[src/rtl/aibcr3_str_pkg.sv]
// Shared types and helpers for the strobe DLL lock controller.
// Holds the sequencer state encoding, the default code width and Gray/divider helpers.
package aibcr3_str_pkg;

    localparam int CODE_W_DEF = 11;
    localparam int GRAY_MAX_W = 16;
    localparam int DIV_W      = 10;

    typedef enum logic [1:0] {
        ST_IDLE   = 2'd0,
        ST_INIT   = 2'd1,
        ST_TRACK  = 2'd2,
        ST_LOCKED = 2'd3
    } str_state_e;

    // Callers zero-extend into the wide argument and cast the result back to their width.
    function automatic logic [GRAY_MAX_W-1:0] bin2gray(input logic [GRAY_MAX_W-1:0] bin);
        return bin ^ (bin >> 1);
    endfunction

    // Terminal count of the tick divider: 2^(sel+3)-1, i.e. 7..1023.
    function automatic logic [DIV_W-1:0] div_term(input logic [2:0] sel);
        logic [DIV_W:0] period;
        period = {{DIV_W{1'b0}}, 1'b1} << ({1'b0, sel} + 4'd3);
        return DIV_W'(period - {{DIV_W{1'b0}}, 1'b1});
    endfunction

endpackage

[src/rtl/aibcr3_str_sync2.sv]
// Two-flop synchronizer with asynchronous active-low reset.
// Used for the phase-detector up/down inputs, which are asynchronous to the reference clock.
module aibcr3_str_sync2 (
    input  logic clk_i,
    input  logic rst_n_i,
    input  logic d_i,
    output logic q_o
);

    logic meta_q;
    logic sync_q;

    always_ff @(posedge clk_i or negedge rst_n_i) begin
        if (!rst_n_i) begin
            meta_q <= 1'b0;
            sync_q <= 1'b0;
        end else begin
            meta_q <= d_i;
            sync_q <= meta_q;
        end
    end

    assign q_o = sync_q;

endmodule

[src/rtl/aibcr3_str_lock_ctrl.sv]
// Strobe DLL lock controller: steps a saturating delay code from phase-detector votes
// on divided ticks, declares lock after enough direction reversals, drives Gray codes.
//
// state     | meaning
// ----------+-----------------------------------------------------------
// ST_IDLE   | waiting for lock_req; code, reversal count, divider held
// ST_INIT   | one cycle: load INIT_CODE, clear divider/reversals/sat
// ST_TRACK  | step code on each tick, count direction reversals
// ST_LOCKED | lock declared; keep stepping only if rb_selflock
module aibcr3_str_lock_ctrl
    import aibcr3_str_pkg::*;
#(
    parameter int                CODE_W    = CODE_W_DEF,
    parameter int                LOCK_CNT  = 4,
    parameter logic [CODE_W-1:0] INIT_CODE = '0
) (
    input  logic              clk_pll,
    input  logic              str_rst_n,
    input  logic              t_up,
    input  logic              t_down,
    input  logic              lock_req,
    input  logic [2:0]        rb_clkdiv,
    input  logic              rb_selflock,
    output logic              dll_phdet_reset_n,
    output logic [CODE_W-4:0] f_gray,
    output logic [2:0]        i_gray,
    output logic [CODE_W-1:0] pvt_ref_gry,
    output logic [CODE_W-1:0] pvt_ref_half_gry,
    output logic              code_valid,
    output logic              dll_lock,
    output logic              sat
);

    localparam int REV_W = (LOCK_CNT < 1) ? 1 : $clog2(LOCK_CNT + 1);
    localparam logic [CODE_W-1:0] CODE_MAX = '1;
    localparam logic [CODE_W-1:0] CODE_ONE = CODE_W'(1);
    localparam logic [REV_W-1:0]  REV_ONE  = REV_W'(1);
    localparam logic [REV_W-1:0]  REV_LOCK = REV_W'(LOCK_CNT);
    localparam logic [DIV_W-1:0]  DIV_ONE  = DIV_W'(1);

    logic up_s;
    logic dn_s;

    aibcr3_str_sync2 u_sync_up (
        .clk_i   (clk_pll),
        .rst_n_i (str_rst_n),
        .d_i     (t_up),
        .q_o     (up_s)
    );

    aibcr3_str_sync2 u_sync_dn (
        .clk_i   (clk_pll),
        .rst_n_i (str_rst_n),
        .d_i     (t_down),
        .q_o     (dn_s)
    );

    str_state_e        state_q, state_d;
    logic [CODE_W-1:0] code_q, code_d;
    logic [REV_W-1:0]  rev_q, rev_d;
    logic              dir_up_q, dir_up_d;
    logic              have_dir_q, have_dir_d;
    logic [DIV_W-1:0]  div_q, div_d;
    logic [DIV_W-1:0]  lim_q, lim_d;
    logic              sat_q, sat_d;

    logic              phdet_q, valid_q, lock_q;
    logic [CODE_W-4:0] f_gray_q;
    logic [2:0]        i_gray_q;
    logic [CODE_W-1:0] gry_q, half_gry_q;

    logic              tick;
    logic              want_up;
    logic              want_dn;
    logic              active;
    logic              push_sat;
    logic              step;
    logic              reversal;
    logic [REV_W-1:0]  rev_inc;

    always_comb begin
        tick     = ((state_q == ST_TRACK) || (state_q == ST_LOCKED)) && (div_q == lim_q);
        want_up  = up_s & ~dn_s;
        want_dn  = dn_s & ~up_s;
        active   = tick && ((state_q == ST_TRACK) || rb_selflock);
        push_sat = active && ((want_up && (code_q == CODE_MAX)) ||
                              (want_dn && (code_q == '0)));
        step     = active && (want_up || want_dn) && !push_sat;
        // A reversal is only meaningful against an earlier real step since INIT.
        reversal = step && (state_q == ST_TRACK) && have_dir_q && (dir_up_q != want_up);
        rev_inc  = rev_q + REV_ONE;

        state_d    = state_q;
        code_d     = code_q;
        rev_d      = rev_q;
        dir_up_d   = dir_up_q;
        have_dir_d = have_dir_q;
        div_d      = div_q;
        lim_d      = lim_q;
        sat_d      = sat_q;

        if (!lock_req) begin
            state_d = ST_IDLE;
        end else begin
            case (state_q)
                ST_IDLE: begin
                    state_d = ST_INIT;
                end
                ST_INIT: begin
                    code_d     = INIT_CODE;
                    rev_d      = '0;
                    dir_up_d   = 1'b0;
                    have_dir_d = 1'b0;
                    div_d      = '0;
                    lim_d      = div_term(rb_clkdiv);
                    sat_d      = 1'b0;
                    state_d    = ST_TRACK;
                end
                ST_TRACK, ST_LOCKED: begin
                    if (tick) begin
                        div_d = '0;
                        lim_d = div_term(rb_clkdiv);
                        sat_d = push_sat;
                    end else begin
                        div_d = div_q + DIV_ONE;
                    end
                    if (step) begin
                        code_d = want_up ? (code_q + CODE_ONE) : (code_q - CODE_ONE);
                        if (state_q == ST_TRACK) begin
                            dir_up_d   = want_up;
                            have_dir_d = 1'b1;
                            if (reversal) begin
                                rev_d = rev_inc;
                                if (rev_inc == REV_LOCK) state_d = ST_LOCKED;
                            end else if (have_dir_q) begin
                                rev_d = '0;
                            end
                        end
                    end
                end
                default: state_d = ST_IDLE;
            endcase
        end
    end

    always_ff @(posedge clk_pll or negedge str_rst_n) begin
        if (!str_rst_n) begin
            state_q    <= ST_IDLE;
            code_q     <= INIT_CODE;
            rev_q      <= '0;
            dir_up_q   <= 1'b0;
            have_dir_q <= 1'b0;
            div_q      <= '0;
            lim_q      <= '0;
            sat_q      <= 1'b0;
            phdet_q    <= 1'b0;
            valid_q    <= 1'b0;
            lock_q     <= 1'b0;
            f_gray_q   <= '0;
            i_gray_q   <= '0;
            gry_q      <= '0;
            half_gry_q <= '0;
        end else begin
            state_q    <= state_d;
            code_q     <= code_d;
            rev_q      <= rev_d;
            dir_up_q   <= dir_up_d;
            have_dir_q <= have_dir_d;
            div_q      <= div_d;
            lim_q      <= lim_d;
            sat_q      <= sat_d;
            // Outputs are registered from next-state so they move on the same edge as the code.
            phdet_q    <= (state_d == ST_TRACK) || (state_d == ST_LOCKED);
            valid_q    <= (state_d == ST_TRACK) || (state_d == ST_LOCKED);
            lock_q     <= (state_d == ST_LOCKED);
            f_gray_q   <= (CODE_W-3)'(bin2gray(GRAY_MAX_W'(code_d[CODE_W-1:3])));
            i_gray_q   <= 3'(bin2gray(GRAY_MAX_W'(code_d[2:0])));
            gry_q      <= CODE_W'(bin2gray(GRAY_MAX_W'(code_d)));
            half_gry_q <= CODE_W'(bin2gray(GRAY_MAX_W'(code_d >> 1)));
        end
    end

    assign dll_phdet_reset_n = phdet_q;
    assign code_valid        = valid_q;
    assign dll_lock          = lock_q;
    assign sat               = sat_q;
    assign f_gray            = f_gray_q;
    assign i_gray            = i_gray_q;
    assign pvt_ref_gry       = gry_q;
    assign pvt_ref_half_gry  = half_gry_q;

endmodule

[config.mk]
export PLATFORM = sky130hd
export DESIGN_NAME = aibcr3_str_lock_ctrl
export DESIGN_NICKNAME = d
export VERILOG_FILES = /design/src/rtl/aibcr3_str_pkg.sv /design/src/rtl/aibcr3_str_sync2.sv /design/src/rtl/aibcr3_str_lock_ctrl.sv
export SDC_FILE = /design/constraint.sdc
export NUM_CORES = 1
export LEC_CHECK = 0
export CORE_ASPECT_RATIO = 0.7
export CORE_MARGIN = 1.5
export CORE_UTILIZATION = 35
export CTS_CLUSTER_DIAMETER = 80
export CTS_CLUSTER_SIZE = 14
export DETAILED_ROUTE_END_ITERATION = 10
export MAX_ROUTING_LAYER = met4
export PLACE_DENSITY = 0.55
export SLEW_MARGIN = 20
export SYNTH_ARGS = -nofsm -noshare
export SYNTH_HDL_FRONTEND = slang
export SYNTH_SLANG_ARGS = --single-unit
[constraint.sdc]
create_clock -name clk_pll -period 7.7 [get_ports clk_pll]
set_clock_uncertainty 0.1 [all_clocks]
set_input_delay 1.54 -clock clk_pll [delete_from_list [all_inputs] [get_ports clk_pll]]
set_output_delay 1.54 -clock clk_pll [all_outputs]
set_load 0.005 [all_outputs]
==> results_dict.tcl, run 1 <==
set metrics [dict create \
    synth_edf_count 0 \
    syn2layout_area_growth_pct 17.0 \
    antenna_left 0 \
    utilization_pct 42.9 \
    design.portCount 46 \
    fin_crit_ns 3.40 \
    nNetsFinal 364 \
    grt_pass1_wl_mm 10.1 \
    synth_area_mm2 0.00315 \
    grt_pass1_vias 2013 \
    required_ns 7.75 \
    grt_setup_unrepaired "false" \
    cts_buffer_depth 2 \
    diodes 0 \
    worstHoldStart "u_sync_dn.meta_q" \
    io_buffers 44 \
    grt.overflow.total 0 \
    cts_resized 0 \
    worst_r2r_path_depth 11 \
    status "completed" \
    post-route-drc-count 0 \
    htreeDepth 2 \
    finalSetupTns_ns 0 \
    synthArstFlopShare_pct 100 \
    endpoint_kind "flop" \
    antenna_found_initial 0 \
    crit_path_start_kind "input port" \
    avgSynthCellArea_um2 10.1 \
    slew_headroom_pct 52.6 \
    die_h_um 82.4 \
    dp_slack_ns 4.02 \
    die_area_mm2 0.00959 \
    routed_via_density 4.91 \
    rows 28 \
    ys_seq_area_share_pct 43.7 \
    synth_ff_type "dfrtp_1" \
    setup_viol 0 \
    leakagePower_nw 1.72 \
    synth.top_cell.area_share_pct 43.7 \
    synth_cell_types 48 \
    grt_max_degree 56 \
    start_util_pct 36.7 \
    fmax_ghz 0.294 \
    synth_top_family_by_area "simple AND/OR/NAND/NOR gates" \
    synthTopCellsByArea "dfrtp_1, ha_1, xor2_1" \
    layout_common_cells "dfrtp_1, clkdlybuf4s50_1, nand2_1, xor2_1, o21ai_0" \
    timing.hold.ws_ns 0.249 \
    dp_hpwl_mm 4.57 \
    worst-path-max-fanout 10 \
    die_w_um 116 \
    muxShareOfSynthArea_pct 0.357 \
    clock_sinks 55 \
    via_count 2241 \
    drt-total-wl_mm 6.04 \
    synth_xor_area_share_pct 10.5 \
    rr_startpoint "u_sync_dn.q_o" \
    postPlaceCellArea_mm2 0.00354 \
    synth_compound_area_share_pct 12.9 \
    layout_commonest_cell "dfrtp_1" \
    coreArea_mm2 0.00858 \
    gp_congestion 0.819 \
    dr.pass1.iters 4 \
    dp.cells 449 \
    cts_root_buf "clkbuf_16" \
    finalWorstSetupSlack_ns 4.30 \
    cts_tree "yes" \
    hold_end "u_sync_dn.q_o" \
    hold_buffers 0 \
    drv_cap 0 \
    fin_crit_sh_pct 44.2 \
    clkTransAtPathRegs_ns 0.07 \
    synth-adder-area-share_pct 7.78 \
    cts_made_buffers 5 \
    hold_path_class "flop to flop" \
    yosys.area_share.simple_pct 16.5 \
    maxSlewViolCount 0 \
    tightestPinTransition_ns 0.705 \
    yosys.area.top_type "dfrtp_1" \
    worst-setup-path-type "input port to flop" \
    postLayoutCellArea_mm2 0.00369 \
    ys.warnings.count 0 \
    clock_latency_ns 0.28 \
    syn-instance-count 313 \
    ys_ff_latch 55 \
    r2r-end "pvt_ref_half_gry[8]" \
    final_layout_size_suffix_gt1_share_pct 6.85 \
    hold_viol_final 0 \
    holdPathStages 0 \
    arrival_ns 3.46 \
    grtUsageTotal_pct 13.9 \
    nFillCells 839 \
    rrSetupSlack_ns 4.41 \
    power_mw 0.700 \
    ir_drop_mv 0.0978 \
    wl_per_cell_um 13.2 \
    post_cts_buffers 0 \
    first_iter_violations 108 \
    power_density_mw_per_mm2 190 \
    post_layout_nonfiller_instances 456 \
]
sequential cells by signal, indices dropped and copies added (netlist names), 2 cells and up:
signal            flops
lim_q                10
state_q               2
div_q                10
rev_q                 3
pvt_ref_half_gry      9
code_q               11
final cells by class:
type | count | area, um2 | area share (%)
Sequential cell | 55 | 1380 | 37.3
Timing Repair Buffer | 45 | 443 | 12.0
Inverter | 13 | 48.8 | 1.32
Tap cell | 120 | 150 | 4.07
Clock inverter | 1 | 5.00 | 0.136
Clock buffer | 6 | 139 | 3.77
Multi-Input combinational cell | 216 | 1520 | 41.3
power by group:
part | internal (mW) | switching [mW]
Combinational | 0.0685 | 0.0735
Clock | 0.127 | 0.0946
Sequential | 0.312 | 0.0241
Total | 0.508 | 0.192
Yosys cell counts, drive strengths merged, types with 4 or more instances:
library cell and count:
inv 13, xnor2 11, nand2b 4, o21ai 24
and3 5, nor2 14, ha 18, xor2 25
nand3 11, nor4 6, dfrtp 55, clkbuf 4
a22o 8, nand4 6, o31ai 4, nand2 35
a21oi 12, nor3 5, buf 26
worst max-delay path by stage:
| stage | start | endpoint | slack (ns) | cells after the start |
|---|---|---|---|---|
| 2_1_floorplan | rb_selflock | pvt_ref_half_gry[8] | 4.79 | 5 |
| 3_3_place_gp | lock_req | div_q[9] | 4.10 | 9 |
| 3_5_place_dp | lock_req | div_q[9] | 4.02 | 9 |
| 4_1_cts | lock_req | div_q[9] | 4.32 | 9 |
| 5_1_grt | lock_req | div_q[9] | 4.17 | 9 |
| 6_report | lock_req | div_q[9] | 4.30 | 9 |
layer usage:
| metal | part of all wire, % | GRT usage [%] | wire (um) |
|---|---|---|---|
| met2 | 40 | 18.9 | 2430 |
| met1 | 56 | 21.3 | 3380 |
| met5 | 0 | - | 0 |
| met4 | 0.40 | 2.68 | 24 |
| met3 | 3.5 | 2.41 | 212 |
critical path, cell delays in order:
cell and delay [ns]:
clkdlybuf4s50_1 0.57, nand2b_1 0.25, inv_2 0.24, nand4_1 0.16, nor2_1 0.19, and3_1 0.22
nand3_1 0.10, xor2_1 0.14, nor2_1 0.05
logic make-up (layout without fill, tap and decap cells):
logic type / count (synthesis) / count (layout)
mux: 1 / 1
flops: 55 / 55
other cells: 2 / 3
buf+inv: 43 / 65
fa+ha+maj: 19 / 19
simple gates: 95 / 95
xor+xnor: 36 / 36
compound gates: 62 / 62
No activity file was read; power rests on OpenSTA's default activity.
==> run 2, diff against run 1 <==
- clock period: 7.7 -> 3.5 ns (I/O delays scaled with it)
==> results_dict.tcl, run 2 (same netlist as run 1, synthesis figures left out) <==
set metrics [dict create \
    leakagePower_nw 1.72 \
    post_cts_buffers 0 \
    cts_tree "yes" \
    die_h_um 82.4 \
    worst_r2r_path_depth 11 \
    postPlaceCellArea_mm2 0.00355 \
    hold_buffers 0 \
    grt_setup_unrepaired "false" \
    tightestPinTransition_ns 0.617 \
    nFillCells 809 \
    coreArea_mm2 0.00858 \
    setup_viol 0 \
    grt_max_degree 39 \
    postLayoutCellArea_mm2 0.00371 \
    antenna_left 0 \
    cts_resized 0 \
    routed_via_density 4.81 \
    syn2layout_area_growth_pct 17.8 \
    slew_headroom_pct 58.5 \
    drt-total-wl_mm 6.14 \
    path_cells "inv_1 -> ha_1 -> inv_1 -> ha_1 -> nor2b_1 -> o2111ai_1 -> a311oi_1 -> or3_1 -> a2111o_1 -> o211ai_2 -> xor2_1" \
    layout_commonest_cell "dfrtp_1" \
    crit_path_start_kind "flop" \
    finalSetupTns_ns 0 \
    dp_hpwl_mm 4.62 \
    grtUsageTotal_pct 14.7 \
    post-route-drc-count 0 \
    die_area_mm2 0.00959 \
    cts_root_buf "clkbuf_16" \
    drv_cap 0 \
    largest_reg_flops 11 \
    fmax_ghz 0.306 \
    gp_congestion 0.856 \
    io_buffers 44 \
    slowest_stage "a2111o_1" \
    power_mw 1.62 \
    dr.pass1.iters 4 \
    rows 28 \
    status "completed" \
    worst-path-max-fanout 10 \
    grt_pass1_wl_mm 10.4 \
    hold_viol_final 0 \
    utilization_pct 43.3 \
    cts_made_buffers 5 \
    top_register "code_q" \
    crit_start "u_sync_dn.q_o" \
    largestRegisters "code_q (11), div_q (10), lim_q (10)" \
    dp.cells 450 \
    antenna_found_initial 0 \
    die_w_um 116 \
    endpoint_kind "flop" \
    start_util_pct 36.7 \
    first_iter_violations 115 \
    diodes 0 \
    timing.hold.ws_ns 0.231 \
    rrSetupSlack_ns 0.23 \
    fin_crit_sh_pct 93.5 \
    clock_sinks 55 \
    critPathTopFamily "compound AO/OA/AOI/OAI gates" \
    finalWorstSetupSlack_ns 0.229 \
    htreeDepth 2 \
    hold_path_class "input port to asynchronous set/reset pin" \
    rr_startpoint "u_sync_dn.q_o" \
    fin_crit_ns 3.27 \
    maxSlewViolCount 0 \
    via_count 2198 \
    worst-setup-path-type "flop to flop" \
    grt.overflow.total 0 \
    design.portCount 46 \
    ir_drop_mv 0.301 \
    clock_latency_ns 0.29 \
    clkTransAtPathRegs_ns 0.07 \
    dp_slack_ns 0.245 \
    wl_per_cell_um 13.4 \
    layout_common_cells "dfrtp_1, clkdlybuf4s50_1, nand2_1, xor2_1, o21ai_0" \
    grt_pass1_vias 2055 \
    arrival_ns 3.39 \
    final_layout_size_suffix_gt1_share_pct 7.12 \
    path_buf_inv 2 \
    power_density_mw_per_mm2 435 \
    r2r-end "pvt_ref_half_gry[8]" \
    post_layout_nonfiller_instances 457 \
    nNetsFinal 365 \
    required_ns 3.62 \
    slowest_delay_ns 0.43 \
    cts_buffer_depth 2 \
]
[run 2: cell types whose count changed in the layout (fill, tap and decap cells not counted), sizes merged]
cell | before | now
buf | 2 | 3
clkinvlp | 0 | 1
clkbuf | 6 | 5
clkinv | 1 | 0
bufinv | 0 | 1
[run 2: cell type report]
| class | count | area, um2 | area share (%) |
|---|---|---|---|
| Clock inverter | 2 | 37.5 | 1.01 |
| Clock buffer | 5 | 125 | 3.37 |
| Tap cell | 120 | 150 | 4.04 |
| Timing Repair Buffer | 46 | 450 | 12.1 |
| Inverter | 13 | 48.8 | 1.31 |
| Multi-Input combinational cell | 216 | 1520 | 41.1 |
| Sequential cell | 55 | 1380 | 37.1 |
[run 2: worst max path at each step]
stage / to / slack, ns / cells past startpoint
after floorplan: pvt_ref_half_gry[8] / 0.63 / 11
final: pvt_ref_half_gry[8] / 0.23 / 11
after global placement: pvt_ref_half_gry[8] / 0.39 / 11
after CTS: pvt_ref_half_gry[8] / 0.22 / 11
after global routing: pvt_ref_half_gry[8] / 0.005 / 11
after detailed placement: pvt_ref_half_gry[8] / 0.24 / 11
[run 2: metal layers]
metal	routed length, um	GRT usage [%]	part of all wire, %	vias up
li1	-	-	-	1106
met1	3420	22.4	56	1041
met2	2400	19.5	39	47
met3	260	2.85	4.2	4
met4	58	4.39	0.94	0
met5	0	-	0	-
[run 2: power by group]
| group | leakage (nW) | total [mW] | internal (mW) | switching, mW |
|---|---|---|---|---|
| registers | 0.735 | 0.739 | 0.687 | 0.0521 |
| logic | 0.911 | 0.313 | 0.152 | 0.161 |
| clock network | 0.0759 | 0.563 | 0.334 | 0.229 |
